<file path="src/rtl/pipeline_ctrl.sv">
// Stall/flush/PC-select controller for the 5-stage pipeline (RUN / MEM_WAIT).
// Optional perf counters are enabled with the PIPE_CTRL_PERF_EN macro.
module pipeline_ctrl #(
  parameter int DBITS    = 32,
  parameter int REGBITS  = 4,
  parameter int MAX_WAIT = 255
) (
  input  logic               clk,
  input  logic               reset,
  input  logic [REGBITS-1:0] decRs1,
  input  logic [REGBITS-1:0] decRs2,
  input  logic               decUsesRs1,
  input  logic               decUsesRs2,
  input  logic [REGBITS-1:0] exeRd,
  input  logic               exeWrEn,
  input  logic               exeIsLoad,
  input  logic               exeRedirect,
  input  logic               memReq,
  input  logic               memReady,
  output logic               stallF,
  output logic               stallD,
  output logic               stallE,
  output logic               stallM,
  output logic               flushD,
  output logic               flushE,
  output logic               pcSelExec,
`ifdef PIPE_CTRL_PERF_EN
  output logic [DBITS-1:0]   perfStallCycles,
  output logic [DBITS-1:0]   perfFlushCount,
  output logic [DBITS-1:0]   perfMemWaitCycles,
`endif
  output logic               memTimeout
);

  typedef enum logic {RUN, MEM_WAIT} state_t;

  state_t     state;
  logic [7:0] wait_cnt;
  logic [7:0] cnt_nxt;
  logic       miss;
  logic       load_use;

  assign miss = memReq && !memReady;

  assign load_use = exeIsLoad && exeWrEn &&
                    ((decUsesRs1 && decRs1 == exeRd) ||
                     (decUsesRs2 && decRs2 == exeRd));

  // Count value the next waiting edge would store
  always_comb begin
    cnt_nxt = 8'd1;
    if (state == MEM_WAIT)
      cnt_nxt = (wait_cnt == 8'hFF) ? 8'hFF : wait_cnt + 8'd1;
  end

  always_comb begin
    stallF    = 1'b0;
    stallD    = 1'b0;
    stallE    = 1'b0;
    stallM    = 1'b0;
    flushD    = 1'b0;
    flushE    = 1'b0;
    pcSelExec = 1'b0;
    priority case (1'b1)
      reset: begin
        flushD = 1'b1;
        flushE = 1'b1;
      end
      (state == MEM_WAIT): begin
        stallF = !memReady;
        stallD = !memReady;
        stallE = !memReady;
        stallM = !memReady;
      end
      miss: begin
        stallF = 1'b1;
        stallD = 1'b1;
        stallE = 1'b1;
        stallM = 1'b1;
      end
      exeRedirect: begin
        pcSelExec = 1'b1;
        flushD    = 1'b1;
        flushE    = 1'b1;
      end
      load_use: begin
        stallF = 1'b1;
        stallD = 1'b1;
        flushE = 1'b1;
      end
      default: ;
    endcase
  end

  always_ff @(posedge clk) begin
    if (reset) begin
      state      <= RUN;
      wait_cnt   <= 8'd0;
      memTimeout <= 1'b0;
    end else begin
      unique case (state)
        RUN: begin
          if (miss) begin
            state    <= MEM_WAIT;
            wait_cnt <= cnt_nxt;
            if (cnt_nxt == 8'(MAX_WAIT))
              memTimeout <= 1'b1;
          end
        end
        MEM_WAIT: begin
          if (memReady) begin
            state    <= RUN;
            wait_cnt <= 8'd0;
          end else begin
            wait_cnt <= cnt_nxt;
            if (cnt_nxt == 8'(MAX_WAIT))
              memTimeout <= 1'b1;
          end
        end
        default: state <= RUN;
      endcase
    end
  end

`ifdef PIPE_CTRL_PERF_EN
  localparam logic [DBITS-1:0] ONES = '1;

  always_ff @(posedge clk) begin
    if (reset) begin
      perfStallCycles   <= '0;
      perfFlushCount    <= '0;
      perfMemWaitCycles <= '0;
    end else begin
      if (stallF && perfStallCycles != ONES)
        perfStallCycles <= perfStallCycles + 1'b1;
      if (flushE && perfFlushCount != ONES)
        perfFlushCount <= perfFlushCount + 1'b1;
      if (state == MEM_WAIT && perfMemWaitCycles != ONES)
        perfMemWaitCycles <= perfMemWaitCycles + 1'b1;
    end
  end
`else
  logic [DBITS-1:0] unused_dbits;
  assign unused_dbits = '0;
`endif

endmodule

</file>
<file path="config.mk">
export PLATFORM = sky130hd
export DESIGN_NAME = pipeline_ctrl
export DESIGN_NICKNAME = d
export VERILOG_FILES = /design/src/rtl/pipeline_ctrl.sv
export SDC_FILE = /design/constraint.sdc
export NUM_CORES = 1
export LEC_CHECK = 0
export CELL_PAD_IN_SITES_DETAIL_PLACEMENT = 2
export CELL_PAD_IN_SITES_GLOBAL_PLACEMENT = 2
export CORE_MARGIN = 2
export CORE_UTILIZATION = 23
export DETAILED_ROUTE_END_ITERATION = 16
export HOLD_SLACK_MARGIN = 0.08
export PLACE_DENSITY = 0.84
export SLEW_MARGIN = 5
export SYNTH_ARGS = -nofsm -noshare
export SYNTH_HDL_FRONTEND = slang
export SYNTH_SLANG_ARGS = --single-unit
</file>
<file path="constraint.sdc">
create_clock -name clk -period 3.2 [get_ports clk]
set_input_delay 0.32 -clock clk [delete_from_list [all_inputs] [get_ports clk]]
set_output_delay 0.32 -clock clk [all_outputs]
set_load 0.01 [all_outputs]
</file>
-- Word-level counts from Yosys, hierarchy flattened
Index checks and enable logic that the tools add are counted.
- $add $sub $neg: 1
- equality and inequality tests: 6
- multiplexer cells: 28
- bitwise operators: 1
- reduce and logical (&&, ||, !) cells: 8
- operators with widths (kind ; number):
    $mux 8 ; 4
    $mux 1 ; 21
    $eq 8x8->1 const B ; 2
    $pmux 8 s2 ; 1
    $add 8x1->8 const B ; 1
    $eq 4x4->1 ; 2
    $logic_and 1x1->1 ; 5
    $ne 2x2->1 const B ; 2
    $pmux 1 s2 ; 2
    $reduce_and 2->1 ; 1
    $logic_not 1->1 ; 1
    $logic_or 1x1->1 ; 1
    $not 1->1 ; 1
- register bits: 10
- input bits: 21
- output and inout bits: 8
- word-level logic and storage cells: 47

-- Depth between registers and ports, before layout
Gate-level depths: netlist of run 1.
- depth in word-level cells: 9
- gate-level depth with buffers: 6
- depth with buffers taken out: 6

-- Worst setup path after synthesis of run 1
OpenSTA, ideal clock, no wires.
- path kind: register to output
- from: reg state
- to: out stallF
- arrival time: 1.270 ns
- data required time: 2.880 ns
- setup slack: 1.610 ns
- cell stages (with the launch flop): 4
- buffers on the path: 1
- path through: dfxtp_1 or4_1 o21bai_1 buf_4
- word-level cells in the longest chain between the ends: 2
- ends and longest elaborated chain (item ; line ; RTL):
    start: declaration ; 37 ; state_t state;
    start signal: assignment ; 97 ; state <= RUN;
    start signal: assignment ; 104 ; state <= MEM_WAIT;
    start signal: assignment ; 112 ; state <= RUN;
    $mux 1 (2 in a row) ; n/a ;
    end: declaration ; 20 ; output logic stallF,
No other way between the ends.

-- Final worst setup path of run 1
- from: in memReady
- to: out flushE
- word-level cells in the longest chain between the ends: 5
- ends and longest elaborated chain (item ; line ; RTL):
    start: declaration ; 19 ; input logic memReady,
    $logic_not 1->1 ; 43 ; assign miss = memReq && !memReady;
    $logic_and 1x1->1 ; 43 ;
    $mux 1 (3 in a row) ; 64 ; priority case (1'b1)
    end: declaration ; 25 ; output logic flushE,
No other way between the ends.

==> results of run 1 <==
## layout make-up
class	count	share of cell area, %
timing repair buffer	29	27.7
multi-input combinational	77	43.3
clock buffer	4	3.49
tap	31	3.73
sequential	10	19.3
inverter	7	2.53
## worst min-delay path by stage
stage,startpoint,endpoint,slack (ns)
after floorplan,reset,wait_cnt[0],0.39
after global placement,memTimeout,memTimeout,0.46
after detailed placement,memTimeout,memTimeout,0.47
after CTS,memTimeout,memTimeout,0.49
after global routing,memTimeout,memTimeout,0.53
final,memTimeout,memTimeout,0.48
## worst register-to-register path: cells and delay by family (launching register included)
kind / cells / cell delay (ns)
simple gates: 2 / 0.16
flops: 1 / 0.41
compound gates: 2 / 0.48
xor+xnor: 1 / 0.19
fa+ha+maj: 1 / 0.31
## power by group through the flow
stage | Combinational (mW) | Clock [mW] | Sequential (mW)
after floorplan | 0.0277 | 0 | 0.131
after global placement | 0.0694 | 0 | 0.132
after detailed placement | 0.0731 | 0 | 0.132
after CTS | 0.0738 | 0.120 | 0.129
after global routing | 0.0791 | 0.126 | 0.129
final | 0.0722 | 0.116 | 0.129
## through the flow
step                      instances  power [mW]  hold slack, ns  area (µm²)
after floorplan                  97       0.159           0.393         696
after global placement          154       0.201           0.462        1000
after detailed placement        154       0.205           0.472        1000
after CTS                       158       0.322           0.491        1040
after global routing            158       0.335           0.529        1040
final                           158       0.317           0.476        1040
## Yosys cell counts (all sizes together)
| cell type | number | area, µm² |
|---|---|---|
| and3 | 3 | 26.3 |
| nor2b | 1 | 6.26 |
| dfxtp | 10 | 200 |
| a21oi | 9 | 48.8 |
| nor3 | 3 | 15.0 |
| o21ai | 9 | 45.0 |
| nor2 | 12 | 45.0 |
| or4 | 1 | 7.51 |
| o21bai | 2 | 15.0 |
| ha | 1 | 12.5 |
| inv | 7 | 26.3 |
| and2 | 1 | 6.26 |
| nand3 | 6 | 35.0 |
| o41ai | 1 | 8.76 |
| a311oi | 1 | 15.0 |
| a31oi | 2 | 12.5 |
| nand2b | 1 | 6.26 |
| a222oi | 1 | 10.0 |
| buf | 2 | 15.0 |
| o22ai | 1 | 6.26 |
| xnor2 | 1 | 8.76 |
| mux2i | 1 | 10.0 |
| clkbuf | 1 | 3.75 |
| a22oi | 1 | 7.51 |
| nand2 | 12 | 45.0 |
| xor2 | 5 | 43.8 |
| nor4 | 1 | 6.26 |
| a211oi | 1 | 7.51 |
## layer usage
layer  track usage (%)  wire (µm)  up-vias
met5                 0          0        -
met4              4.87         22        0
met3              2.84        101        2
met2              31.4       1360       19
met1              16.8       1050      382
li1                  -          -      399
## logic make-up after synthesis
kind of cell | after synthesis | synth area share [%]
compound gates | 28 | 25.4
xor+xnor | 6 | 7.55
simple gates | 41 | 28.6
flops | 10 | 28.8
mux | 1 | 1.44
fa+ha+maj | 1 | 1.80
buf+inv | 10 | 6.47
## sequential cells by signal, summed over array words and instances (netlist names)
register / count
wait_cnt: 8
memTimeout: 1
state: 1
==> metrics.csv, run 1 <==
metric,value,unit
drt total wl,2530,µm
synth warn,0,
CTS sink count,10,
number of port buffers,28,
Lkg Pwr,0.395,nW
Rows,19,
GPL Wtd Cong,0.724,
clock power share,36.6,%
R2R depth,6,
combinational share of power,22.8,%
"Req. time, crit path",2.88,ns
P_int,0.236,mW
"Seq/Total Area, Yosys",28.8,%
post-place setup slack,0.557,ns
CTS tree,built,
drt wl/cell,16.0,µm
"commonest non-fill, non-tap cell in the layout",clkdlybuf4s50_1,
setup TNS,0,ns
Reg area,200,µm²
Slew HR,67.9,%
Root Driver,clkbuf_4,
ANT nets after route,0,
"Critical Path, Cell by Cell","clkdlybuf4s50_1, inv_1, a21oi_2, nand2_1, nand2b_1, o21bai_1, clkdlybuf4s50_1",
Tcrit/Tclk final,82.4,%
most frequent cells in the layout,"clkdlybuf4s50_1 (28), nand2_1 (12), nor2_1 (12)",
number of top-level pins,29,
Finish-stage setup viols,0,
"Cell Area, Synth",696,µm²
crit path capture,flushE,
Least-Margin Pin Slew,0.481,ns
Netlist cell types,31,
worst hold path class,reg2reg,
first-pass GRT wire length,4150,µm
n_diodes,0,
number of hold-slack violations in the final timing report,0,
final core utilization,37.1,%
clock-pin slew on the worst setup and hold paths,0.08,ns
FF-to-FF Start,wait_cnt[0],
CTS Buf Count,3,
Peak VDD IR,0.223,mV
post-CTS resize count,0,
initial drt markers,13,
PD cells,305,mW/mm²
FF-to-FF End,memTimeout,
Worst setup startpoint,memReady,
Mapped Cells,97,
Levels on crit path,7,
#FFs+latches synth,10,
largest net degree at the start of global routing,10,
area of the multi-input gates,450,µm²
setup ws final,0.563,ns
Sw Share,25.5,%
Arrival @ worst endpoint,2.32,ns
Period minus WS final,2.64,ns
Worst path slowest cell,clkdlybuf4s50_1,
dpl hpwl,2020,µm
H-Tree Level Count,1,
startpoint types,input pin,
Most common cell on crit path,clkdlybuf4s50_1,
vias in the first global route,872,
total setup buffers inserted after CTS,0,
Psw,0.0807,mW
initial antenna violation count,0,
CP peak stage delay,0.56,ns
Crit. End Element,primary output,
vias post-DR,802,
Fill cells,336,
CP Class,in2out,
Initial Utilization,24.8,%
fraction of layout cells with a size suffix above 1,8.66,%
RSZ-0062 raised after global routing,no,
die height,59.0,µm
CORE AREA,0.00281,mm²
Flop pwr share,40.6,%
"Slew Viols, Final",0,
clk_lat worst skew,0.27,ns
DR vias/cell,5.08,
skew final,0.0105,ns
CTS Hold Bufs,0,
syn_area_per_cell,7.17,µm²
cell depth of the worst hold path,2,
Die Wd,59.0,µm
outcome,completed,
DR pass1 iterations,4,
gr ovfl total,0,
Max Clk Rate,379,MHz
DIE AREA,0.00348,mm²
"delay-heaviest family, CP",buffers and inverters,
"Buf+Inv Stages, Crit Path",3,
total of max-cap violations,0,
Longest Clk Path Bufs,2,
syn nets,119,
Remaining DRCs,0,
Critical Path Fanout Max,9,
Synth-to-Final Area Change,49.5,%
final layout net count,150,
Total GRT Usage,15.9,%
R2R setup slack,1.59,ns
No activity file was read; power rests on OpenSTA's default activity.
==> run 2: changes to the inputs <==
--- a/config.mk
+++ b/config.mk
@@ -8,10 +8,10 @@
 export CELL_PAD_IN_SITES_DETAIL_PLACEMENT = 2
 export CELL_PAD_IN_SITES_GLOBAL_PLACEMENT = 2
 export CORE_MARGIN = 2
-export CORE_UTILIZATION = 23
+export CORE_UTILIZATION = 21
 export DETAILED_ROUTE_END_ITERATION = 16
 export HOLD_SLACK_MARGIN = 0.08
-export PLACE_DENSITY = 0.84
+export PLACE_DENSITY = 0.78
 export SLEW_MARGIN = 5
 export SYNTH_ARGS = -nofsm -noshare
 export SYNTH_HDL_FRONTEND = slang
==> constraint.sdc (replaced) <==
create_clock -name clk -period 2.7 [get_ports clk]
set_input_delay 0.27 -clock clk [delete_from_list [all_inputs] [get_ports clk]]
set_output_delay 0.27 -clock clk [all_outputs]
set_load 0.01 [all_outputs]
==> metrics.csv, run 2 (synthesized netlist as in run 1, its figures left out) <==
metric,value,unit
outcome,completed,
RSZ-0062 raised after global routing,no,
Total Power,0.379,mW
ANT nets after route,0,
n_diodes,0,
Flop pwr share,40.3,%
drt wl/cell,14.3,µm
Tcrit/Tclk final,88.3,%
Psw,0.0973,mW
drt total wl,2460,µm
Period minus WS final,2.38,ns
FF-to-FF End,memTimeout,
Sw Share,25.7,%
largest net degree at the start of global routing,9,
cell depth of the worst hold path,2,
Slew HR,69.7,%
Total GRT Usage,14.5,%
clock-pin slew on the worst setup and hold paths,0.07,ns
clk_lat worst skew,0.28,ns
worst hold path class,reg2reg,
Levels on crit path,6,
initial drt markers,9,
Most common cell on crit path,clkdlybuf4s50_1,
number of port buffers,28,
worst hold endpoint,memTimeout,
gr ovfl total,0,
number of top-level pins,29,
Finish-stage setup viols,0,
first-pass GRT wire length,3920,µm
min-delay src,memTimeout,
Biggest register,wait_cnt,
Worst path slowest cell,clkdlybuf4s50_1,
CORE AREA,0.00310,mm²
CTS Buf Count,3,
"commonest non-fill, non-tap cell in the layout",clkdlybuf4s50_1,
Synth-to-Final Area Change,52.9,%
final layout net count,151,
number of hold-slack violations in the final timing report,0,
max reg flops,8,
Lkg Pwr,0.399,nW
P_int,0.282,mW
DIE AREA,0.00379,mm²
post-CTS resize count,0,
Arrival @ worst endpoint,2.11,ns
combinational share of power,22.5,%
Least-Margin Pin Slew,0.453,ns
R2R setup slack,1.04,ns
Initial Utilization,22.4,%
Root Driver,clkbuf_4,
dpl hpwl,2020,µm
Crit. End Element,primary output,
die height,61.6,µm
Longest Clk Path Bufs,2,
biggest regs,"wait_cnt x8, memTimeout x1, state x1",
fraction of layout cells with a size suffix above 1,9.38,%
CTS tree,built,
vias post-DR,814,
Remaining DRCs,0,
GPL Wtd Cong,0.705,
DR pass1 iterations,4,
Die Wd,61.6,µm
R2R depth,6,
PD cells,356,mW/mm²
"Slew Viols, Final",0,
DR vias/cell,4.73,
total setup buffers inserted after CTS,0,
CTS sink count,10,
"Critical Path, Cell by Cell","clkdlybuf4s50_1, inv_1, a222oi_1, a21oi_1, o21bai_1, clkdlybuf4s50_1",
startpoint types,input pin,
clock power share,37.2,%
Max Clk Rate,419,MHz
initial antenna violation count,0,
"Buf+Inv Stages, Crit Path",3,
Rows,20,
H-Tree Level Count,1,
FF-to-FF Start,wait_cnt[0],
CTS Hold Bufs,0,
"delay-heaviest family, CP",buffers and inverters,
CP peak stage delay,0.58,ns
CP Class,in2out,
skew final,0.00806,ns
setup TNS,0,ns
total of max-cap violations,0,
Peak VDD IR,0.234,mV
"Req. time, crit path",2.43,ns
Critical Path Fanout Max,2,
most frequent cells in the layout,"clkdlybuf4s50_1 (28), nand2_1 (12), nor2_1 (12)",
vias in the first global route,853,
-- run 2: cell types whose count changed in the layout (fill, tap and decap cells not counted) --
cell	before	now
buf_4	1	2
-- run 2: how the worst max path moves through the flow --
| stage | from | end | slack [ns] |
|---|---|---|---|
| floorplan | state | stallF | 1.16 |
| global placement | exeRd[2] | stallF | 0.37 |
| detailed placement | exeRd[0] | stallD | 0.28 |
| CTS | exeRd[0] | stallD | 0.28 |
| global route | exeRd[0] | stallD | 0.14 |
| finish | exeRd[0] | stallD | 0.32 |
-- run 2: final cells by class --
class                   instances  area, µm²
flip-flops and latches         10        200
multi-input cells              77        450
repair buffers                 30        295
fillers                       390       2040
well taps                      44       55.1
inverters                       7       26.3
clock buffers                   4       36.3
-- run 2: worst min-delay path, cell delays in order (launching register included) --
cell and delay (ns):
dfxtp_1 0.35, a31oi_1 0.06, nor2_1 0.07
-- run 2: per-stage QoR --
stage               setup WS [ns]  instances  hold WS, ns  utilization [%]  area, µm²
finish                      0.315        172        0.511             34.3       1060
global route                0.140        172        0.555             34.3       1060
CTS                         0.278        172        0.521             34.3       1060
detailed placement          0.278        168        0.502             33.1       1030
global placement            0.370        168        0.458             33.1       1030
floorplan                    1.16         97        0.343                -        696
-- run 2: layer usage --
metal | global-route usage, % | vias up | wire, µm
met2 | 27.2 | 18 | 1320
met5 | 0 | - | 0
met1 | 14.9 | 388 | 946
li1 | - | 403 | -
met4 | 7.90 | 0 | 49
met3 | 2.73 | 5 | 144
-- run 2: power groups by stage --
stage	Combinational [mW]	Sequential, mW	Clock [mW]
3_5_place_dp	0.0868	0.156	0
3_3_place_gp	0.0841	0.156	0
4_1_cts	0.0873	0.153	0.149
5_1_grt	0.0943	0.153	0.153
6_report	0.0854	0.153	0.141
2_1_floorplan	0.0328	0.155	0
